`src/rtl/prbs7_pkg.sv`:
```
// PRBS7 (x^7+x^6+1) constants and next-state function, shared by the
// receive-side descrambler and the transmit-side scrambler.
package prbs7_pkg;

    localparam int         LFSR_W       = 7;
    localparam logic [6:0] DEFAULT_SEED = 7'h7F;

    function automatic logic [LFSR_W-1:0] prbs7_next(input logic [LFSR_W-1:0] s);
        return {s[LFSR_W-2:0], s[6] ^ s[5]};
    endfunction

endpackage

```
`src/rtl/prbs7_lfsr.sv`:
```
// PRBS7 keystream generator. A load in the same cycle as a step presents
// SEED's key bit and leaves the register one step past SEED.
module prbs7_lfsr
    import prbs7_pkg::*;
#(
    parameter logic [LFSR_W-1:0] SEED = DEFAULT_SEED
) (
    input  logic clk,
    input  logic rst_n,
    input  logic load,
    input  logic step,
    output logic key
);

    logic [LFSR_W-1:0] lfsr;
    logic [LFSR_W-1:0] cur;

    assign cur = load ? SEED : lfsr;
    assign key = cur[LFSR_W-1];

    always_ff @(posedge clk or negedge rst_n) begin
        if (!rst_n)
            lfsr <= SEED;
        else if (load || step)
            lfsr <= step ? prbs7_next(cur) : cur;
    end

endmodule

```
`src/rtl/prbs7_descrambler.sv`:
```
// Serial PRBS7 descrambler: XORs accepted bits with the keystream (or passes
// them through) and packs them LSB-first into WIDTH-bit output words.
module prbs7_descrambler
    import prbs7_pkg::*;
#(
    parameter int                WIDTH = 8,
    parameter logic [LFSR_W-1:0] SEED  = DEFAULT_SEED
) (
    input  logic             clk,
    input  logic             rst_n,
    input  logic             start,
    input  logic             sel,
    input  logic             din,
    input  logic             din_valid,
    output logic             din_ready,
    output logic [WIDTH-1:0] dout,
    output logic             dout_valid,
    input  logic             dout_ready
);

    localparam int CW = $clog2(WIDTH);
    localparam logic [CW-1:0] LAST = CW'(WIDTH - 1);

    logic [CW-1:0]    bit_cnt, cnt_cur, cnt_nxt;
    logic [WIDTH-1:0] shift, shift_nxt, word;
    logic             key, accept, bit_v, done;

    prbs7_lfsr #(.SEED(SEED)) u_lfsr (
        .clk   (clk),
        .rst_n (rst_n),
        .load  (start),
        .step  (accept),
        .key   (key)
    );

    // Only the word-completing bit can stall; it needs the output register free.
    assign din_ready = !(dout_valid && !dout_ready && bit_cnt == LAST);
    assign accept    = din_valid && din_ready;
    assign bit_v     = sel ? (din ^ key) : din;

    always_comb begin
        cnt_cur   = start ? '0 : bit_cnt;
        word      = start ? '0 : shift;
        done      = 1'b0;
        cnt_nxt   = cnt_cur;
        shift_nxt = word;
        if (accept) begin
            word[cnt_cur] = bit_v;
            if (cnt_cur == LAST) begin
                done      = 1'b1;
                cnt_nxt   = '0;
                shift_nxt = '0;
            end else begin
                cnt_nxt   = cnt_cur + 1'b1;
                shift_nxt = word;
            end
        end
    end

    always_ff @(posedge clk or negedge rst_n) begin
        if (!rst_n) begin
            bit_cnt    <= '0;
            shift      <= '0;
            dout       <= '0;
            dout_valid <= 1'b0;
        end else begin
            bit_cnt <= cnt_nxt;
            shift   <= shift_nxt;
            if (done) begin
                dout       <= word;
                dout_valid <= 1'b1;
            end else if (dout_valid && dout_ready) begin
                dout_valid <= 1'b0;
            end
        end
    end

endmodule

```
`config.mk`:
```
export PLATFORM = sky130hd
export DESIGN_NAME = prbs7_descrambler
export DESIGN_NICKNAME = d
export VERILOG_FILES = /design/src/rtl/prbs7_pkg.sv /design/src/rtl/prbs7_lfsr.sv /design/src/rtl/prbs7_descrambler.sv
export SDC_FILE = /design/constraint.sdc
export NUM_CORES = 1
export LEC_CHECK = 0
export CORE_UTILIZATION = 55
export CTS_BUF_LIST = sky130_fd_sc_hd__clkbuf_2
export CTS_CLUSTER_DIAMETER = 60
export CTS_CLUSTER_SIZE = 20
export DETAILED_ROUTE_END_ITERATION = 10
export GPL_TIMING_DRIVEN = 0
export PLACE_DENSITY = 0.8
export SYNTH_ARGS = -nofsm -noshare
export SYNTH_HDL_FRONTEND = slang
export SYNTH_HIERARCHICAL = 1
export SYNTH_SLANG_ARGS = --single-unit
```
`constraint.sdc`:
```
create_clock -name clk -period 1.9 [get_ports clk]
set_input_delay 0.38 -clock clk [delete_from_list [all_inputs] [get_ports clk]]
set_output_delay 0.38 -clock clk [all_outputs]
set_load 0.02 [all_outputs]
```
# Word-level counts from Yosys, hierarchy flattened
# Index checks and enable logic that the tools add are counted.
# totals
register_bits,27
inputBits,7
out_inout_bits,10
# op_classes
n_addsub,1
n_lt_le_gt_ge,2
n_eq_ne,2
muxes,17
n_bitwise,2
reduce_logical,9
# op_table
operator,count
8-bit 2-to-1 mux,4
7-bit 2-to-1 mux,2
3-bit 2-to-1 mux,3
8-bit bitwise mux,1
3-bit equality test (second input constant),2
1-bit 2-to-1 mux,6
1-bit logical AND,5
3-bit by 4-bit < comparator with 1-bit output (second input constant),1
3-bit by 1-bit adder with 3-bit output (second input constant),1
1-bit demux with 3-bit select,1
3-bit by 1-bit greater-or-equal comparator with 1-bit output (second input constant),1
1-bit logical NOT,2
2-bit nonzero test,1
1-bit bitwise XOR,2
1-bit logical OR,1

# Depth between registers and ports, before layout
# logic_depth
depth_word,8
ltp_mapped,6
mapped_depth_nobuf,5

# By module
# Netlist, hierarchy kept.
# by_module_without_submodules
mod,n_inst,cells_each,area_each_um2,seq_area_each_um2
prbs7_descrambler,1,83,913.4,475.5
prbs7_lfsr,1,26,320.3,183.9

# Least setup slack after synthesis
# No wires, ideal clock.
# synth_timing
kind,register to register
startpoint,reg dout_valid
endpoint,reg u_lfsr.lfsr[6]
arrival_time_ps,1816
required_ps,1818
slack_ps,2
path_stages_with_launch,6
path_buffers,1
period_less_slack_ps,1898
cell_sequence,dfrtp_1 nor2b_1 nand4_1 and2_1 buf_6 a211o_1
# synth_via
elab_chain_cells,5
# synth_lines
element,line_no,text
"start, declared",prbs7_descrambler.sv:17,"output logic dout_valid,"
"start signal, assigned",prbs7_descrambler.sv:65,dout_valid <= 1'b0;
"start signal, assigned",prbs7_descrambler.sv:71,dout_valid <= 1'b1;
"start signal, assigned",prbs7_descrambler.sv:73,dout_valid <= 1'b0;
1-bit logical AND * (2 in series),prbs7_descrambler.sv:37,assign din_ready = !(dout_valid && !dout_ready && bit_cnt == LAST);
1-bit logical NOT *,prbs7_descrambler.sv:37,
net din_ready,prbs7_descrambler.sv:15,"output logic din_ready,"
1-bit logical AND *,prbs7_descrambler.sv:38,assign accept = din_valid && din_ready;
net accept,prbs7_descrambler.sv:26,"logic key, accept, bit_v, done;"
7-bit 2-to-1 mux or 1-bit logical OR (tied branches),"prbs7_lfsr.sv:25, prbs7_lfsr.sv:24",
"end signal, assigned",prbs7_lfsr.sv:25,lfsr <= step ? prbs7_next(cur) : cur;
"end, declared",prbs7_lfsr.sv:15,logic [LFSR_W-1:0] lfsr;
# The timed path passes the listed nets; every way through them passes the cells marked *.
# A chain may end at the register's enable or synchronous reset.

# Final worst setup path
# layout_timing
startpoint,in start
endpoint,reg shift[0]
# layout_rtl
element,line_no,text
"start, declared",prbs7_descrambler.sv:11,"input logic start,"
7-bit 2-to-1 mux,prbs7_lfsr.sv:18,assign cur = load ? SEED : lfsr;
net key,prbs7_descrambler.sv:26,
1-bit bitwise XOR,prbs7_descrambler.sv:39,assign bit_v = sel ? (din ^ key) : din;
1-bit 2-to-1 mux,prbs7_descrambler.sv:39,
8-bit bitwise mux,prbs7_descrambler.sv:48,word[cnt_cur] = bit_v;
8-bit 2-to-1 mux,prbs7_descrambler.sv:49,if (cnt_cur == LAST) begin
8-bit 2-to-1 mux,prbs7_descrambler.sv:47,if (accept) begin
net shift_nxt[0],prbs7_descrambler.sv:25,"logic [WIDTH-1:0] shift, shift_nxt, word;"
"end signal, assigned",prbs7_descrambler.sv:68,shift <= shift_nxt;
"end, declared",prbs7_descrambler.sv:25,
# The timed path passes the listed nets, and every way through them passes these cells.

==> impl_metrics.ini <==
[status]
status = complete, no violations

[finish]
fillers = 157
drive_gt1_share_pct = 20.16
nets = 137
final_cell_count_no_fill = 156
syn_to_final_growth_pct = 19.47
antenna_cells = 0

[detailed_routing]
antenna_left = 0
drc = 0
routed_wl_mm = 2.264
num_vias = 852
via_per_inst = 5.462
post_drt_wl_per_cell_microns = 14.51
dr.first_iter.drc_count = 21
firstDrtPassIters = 4

[sta]
clock_skew_ns = 0.02315
min_period_over_period_pct = 95.67
fmax_mhz = 550.1
rsz0062_at_grt = no
worst_pin_slew_ns = 1.153
slew-limit-headroom_pct = 22.87
drv_slew = 0
hold_viol = 0
setup_viol = 0
min_period_ns = 1.818

[clock_network]
root_buffer = clkbuf_2
ctsHtreeMaxLevel = 1
clock_sinks = 26
insertion_delay_ns = 0.36
ctsHoldBuffers = 0
cts.path.max_buffers = 2
cts_buffers = 3
tritoncts = done
clk_pin_slew_ns = 0.24
post_cts_buffers = 0

[synthesis]
synth-seq-area-share_pct = 53.45
synth-edff-count = 0
ys_ff_latch = 26
synth.area.top_cells = dfrtp_1 39%, dfstp_2 15%, mux2i_1 7.3%
yosys_most_used_dff = dfrtp_1
synth.distinct_cells = 32
syn_avg_cell_area_sq_um = 11.32
synthCells = 109
synth_top_cell_by_area = dfrtp_1
syn_nets = 116
synthArstFlopShare_pct = 100.0
synthesis.area_sq_um = 1234
yosys_warnings = 6
netlist.area_leader.share_pct = 38.54

[floorplanning]
die_y_microns = 49.36
start_util_pct = 60.42
core_sq_um = 2042
rows = 16
die-area_sq_um = 2436
dieWidth_microns = 49.36
design.portCount = 17

[place]
dp_hpwl_mm = 1.570
placed_cells = 152
place.gp.congestion = 0.8039
io_buffer_count = 16

[grt]
grt_pass1_vias = 856
grt_pass1_wl_mm = 3.857
grt_max_degree = 27
track_usage_pct = 21.23
antenna_found_initial = 0
grt_overflow = 0

[setup_path]
crit_type = input pin to flop
crit_arrival_ns = 2.10
crit_path_start_kind = input pin
end_kind = flop
cp_data_required_time_ns = 2.19
path_max_fanout = 9

[power]
ir_worst_vdd_mv = 0.5070
comb_power_share_pct = 18.3
power_mw = 1.011
power.density_nw_per_um2 = 685.9
p_int_uw = 726.9
switching_share_pct = 28.10
p_sw_uw = 284.1
p_clk_share_pct = 20.4
leakage_nw = 0.6068
p_seq_share_pct = 61.3

[flow_run]
maxCapViolations = 0

[worst_hold_path]
hold_path.class = flop to flop
sequential cells by signal (all words and copies together) (netlist names):
signal,count
dout_valid,1
bit_cnt,3
dout,8
u_lfsr/lfsr,7
shift,7
kinds of logic after synthesis:
kind of cell | count (synthesis) | synth area share [%]
AOI/OAI and AO/OA | 14 | 9.229
xor gates and xnor gates | 4 | 2.840
buffers and inverters | 12 | 4.970
DFF | 26 | 53.45
muxes | 13 | 10.95
and+or+nand+nor | 40 | 18.56
layer usage:
layer / vias up / share of wire, % / wire length (microns) / global-route usage [%]
met5: - / 0 / 0 / 0
met4: 0 / 2.2 / 49 / 9.804
met3: 7 / 3.3 / 75 / 4.050
met2: 19 / 45 / 1012 / 30.82
met1: 409 / 50 / 1127 / 30.53
li1: 417 / - / - / -
cell type report:
class                   instances  area [sq um]  share of cell area [%]
flip-flops and latches         26         659.4                   44.74
multi-input cells              71         544.3                   36.93
repair buffers                 16         155.1                   10.53
plain buffers                   5         36.28                   2.462
well taps                      27         33.78                   2.292
inverters                       7         26.28                   1.783
clock buffers                   3         15.01                   1.019
clock inverters                 1         3.754                  0.2547
metrics by stage:
stage / setup TNS (ns) / area [sq um] / setup WS [ns] / util (%) / hold WS (ns)
final: 0 / 1474 / 0.08225 / 72.18 / 0.5332
after detailed placement: -10.11 / 1428 / -0.7410 / 69.91 / 0.4834
after CTS: 0 / 1474 / 0.002413 / 72.18 / 0.5333
after floorplan: 0 / 1234 / 0.002364 / - / 0.08441
after global placement: -9.564 / 1428 / -0.6828 / 69.91 / 0.4697
after global routing: 0 / 1474 / 0.006405 / 72.18 / 0.5427
placed cells by master (no fill, tap or decap), types with 2 or more instances in the layout:
| master | n |
|---|---|
| mux2i_1 | 9 |
| a211o_1 | 6 |
| nand2_1 | 2 |
| clkdlybuf4s50_1 | 15 |
| nor2_1 | 9 |
| buf_2 | 2 |
| dfrtp_1 | 19 |
| nor3b_1 | 2 |
| mux2_2 | 3 |
| clkbuf_2 | 4 |
| inv_1 | 7 |
| nand2b_1 | 4 |
| nor2b_1 | 7 |
| dfstp_2 | 7 |
| buf_6 | 2 |
| xnor2_1 | 2 |
| nor3_1 | 7 |
| o22ai_1 | 2 |
critical path, cell delays in order:
cell and delay [ns]:
clkdlybuf4s50_1 0.50, buf_2 0.22, or2_2 0.30, nand2_1 0.14, xnor2_4 0.19, o2111ai_1 0.19
a21oi_1 0.18
synthesized netlist by cell type (2+ instances only):
library cell and instances:
a211o_1 6, buf_6 2, clkbuf_1 2, dfrtp_1 19, dfstp_2 7, inv_1 7, mux2_2 3, mux2i_1 9
nand2_1 2, nand2b_1 4, nor2_1 9, nor2b_1 8, nor3_1 8, nor3b_1 2, o22ai_1 2, xnor2_1 3
power groups by stage:
stage | combinational (mW) | sequential, mW | clock, mW
4_1_cts | 0.186 | 0.620 | 0.216
3_5_place_dp | 0.177 | 0.629 | 0
5_1_grt | 0.202 | 0.625 | 0.231
3_3_place_gp | 0.172 | 0.627 | 0
6_report | 0.185 | 0.620 | 0.206
2_1_floorplan | 0.0951 | 0.638 | 0
worst paths after layout:
check,startpoint,to,slack [ns],depth (start not counted)
max,start,shift[0]$_DFF_PN0_,0.08,7
min,dout[7]$_DFFE_PN0P_,dout[7]$_DFFE_PN0P_,0.53,1
max reg2reg,bit_cnt[1]$_DFF_PN0_,dout[2]$_DFFE_PN0P_,0.26,4
min reg2reg,dout[7]$_DFFE_PN0P_,dout[7]$_DFFE_PN0P_,0.53,1
max in group asynchronous,rst_n,shift[1]$_DFF_PN0_,0.61,1
min in group asynchronous,rst_n,bit_cnt[1]$_DFF_PN0_,0.59,1
repair_timing:
action                                  CTS  global route
endpoints found under the setup margin   13             3
pin swaps                                 0             0
resized for setup                         7             3
hold endpoints to repair                  0             0
No activity file was read; power rests on OpenSTA's default activity.
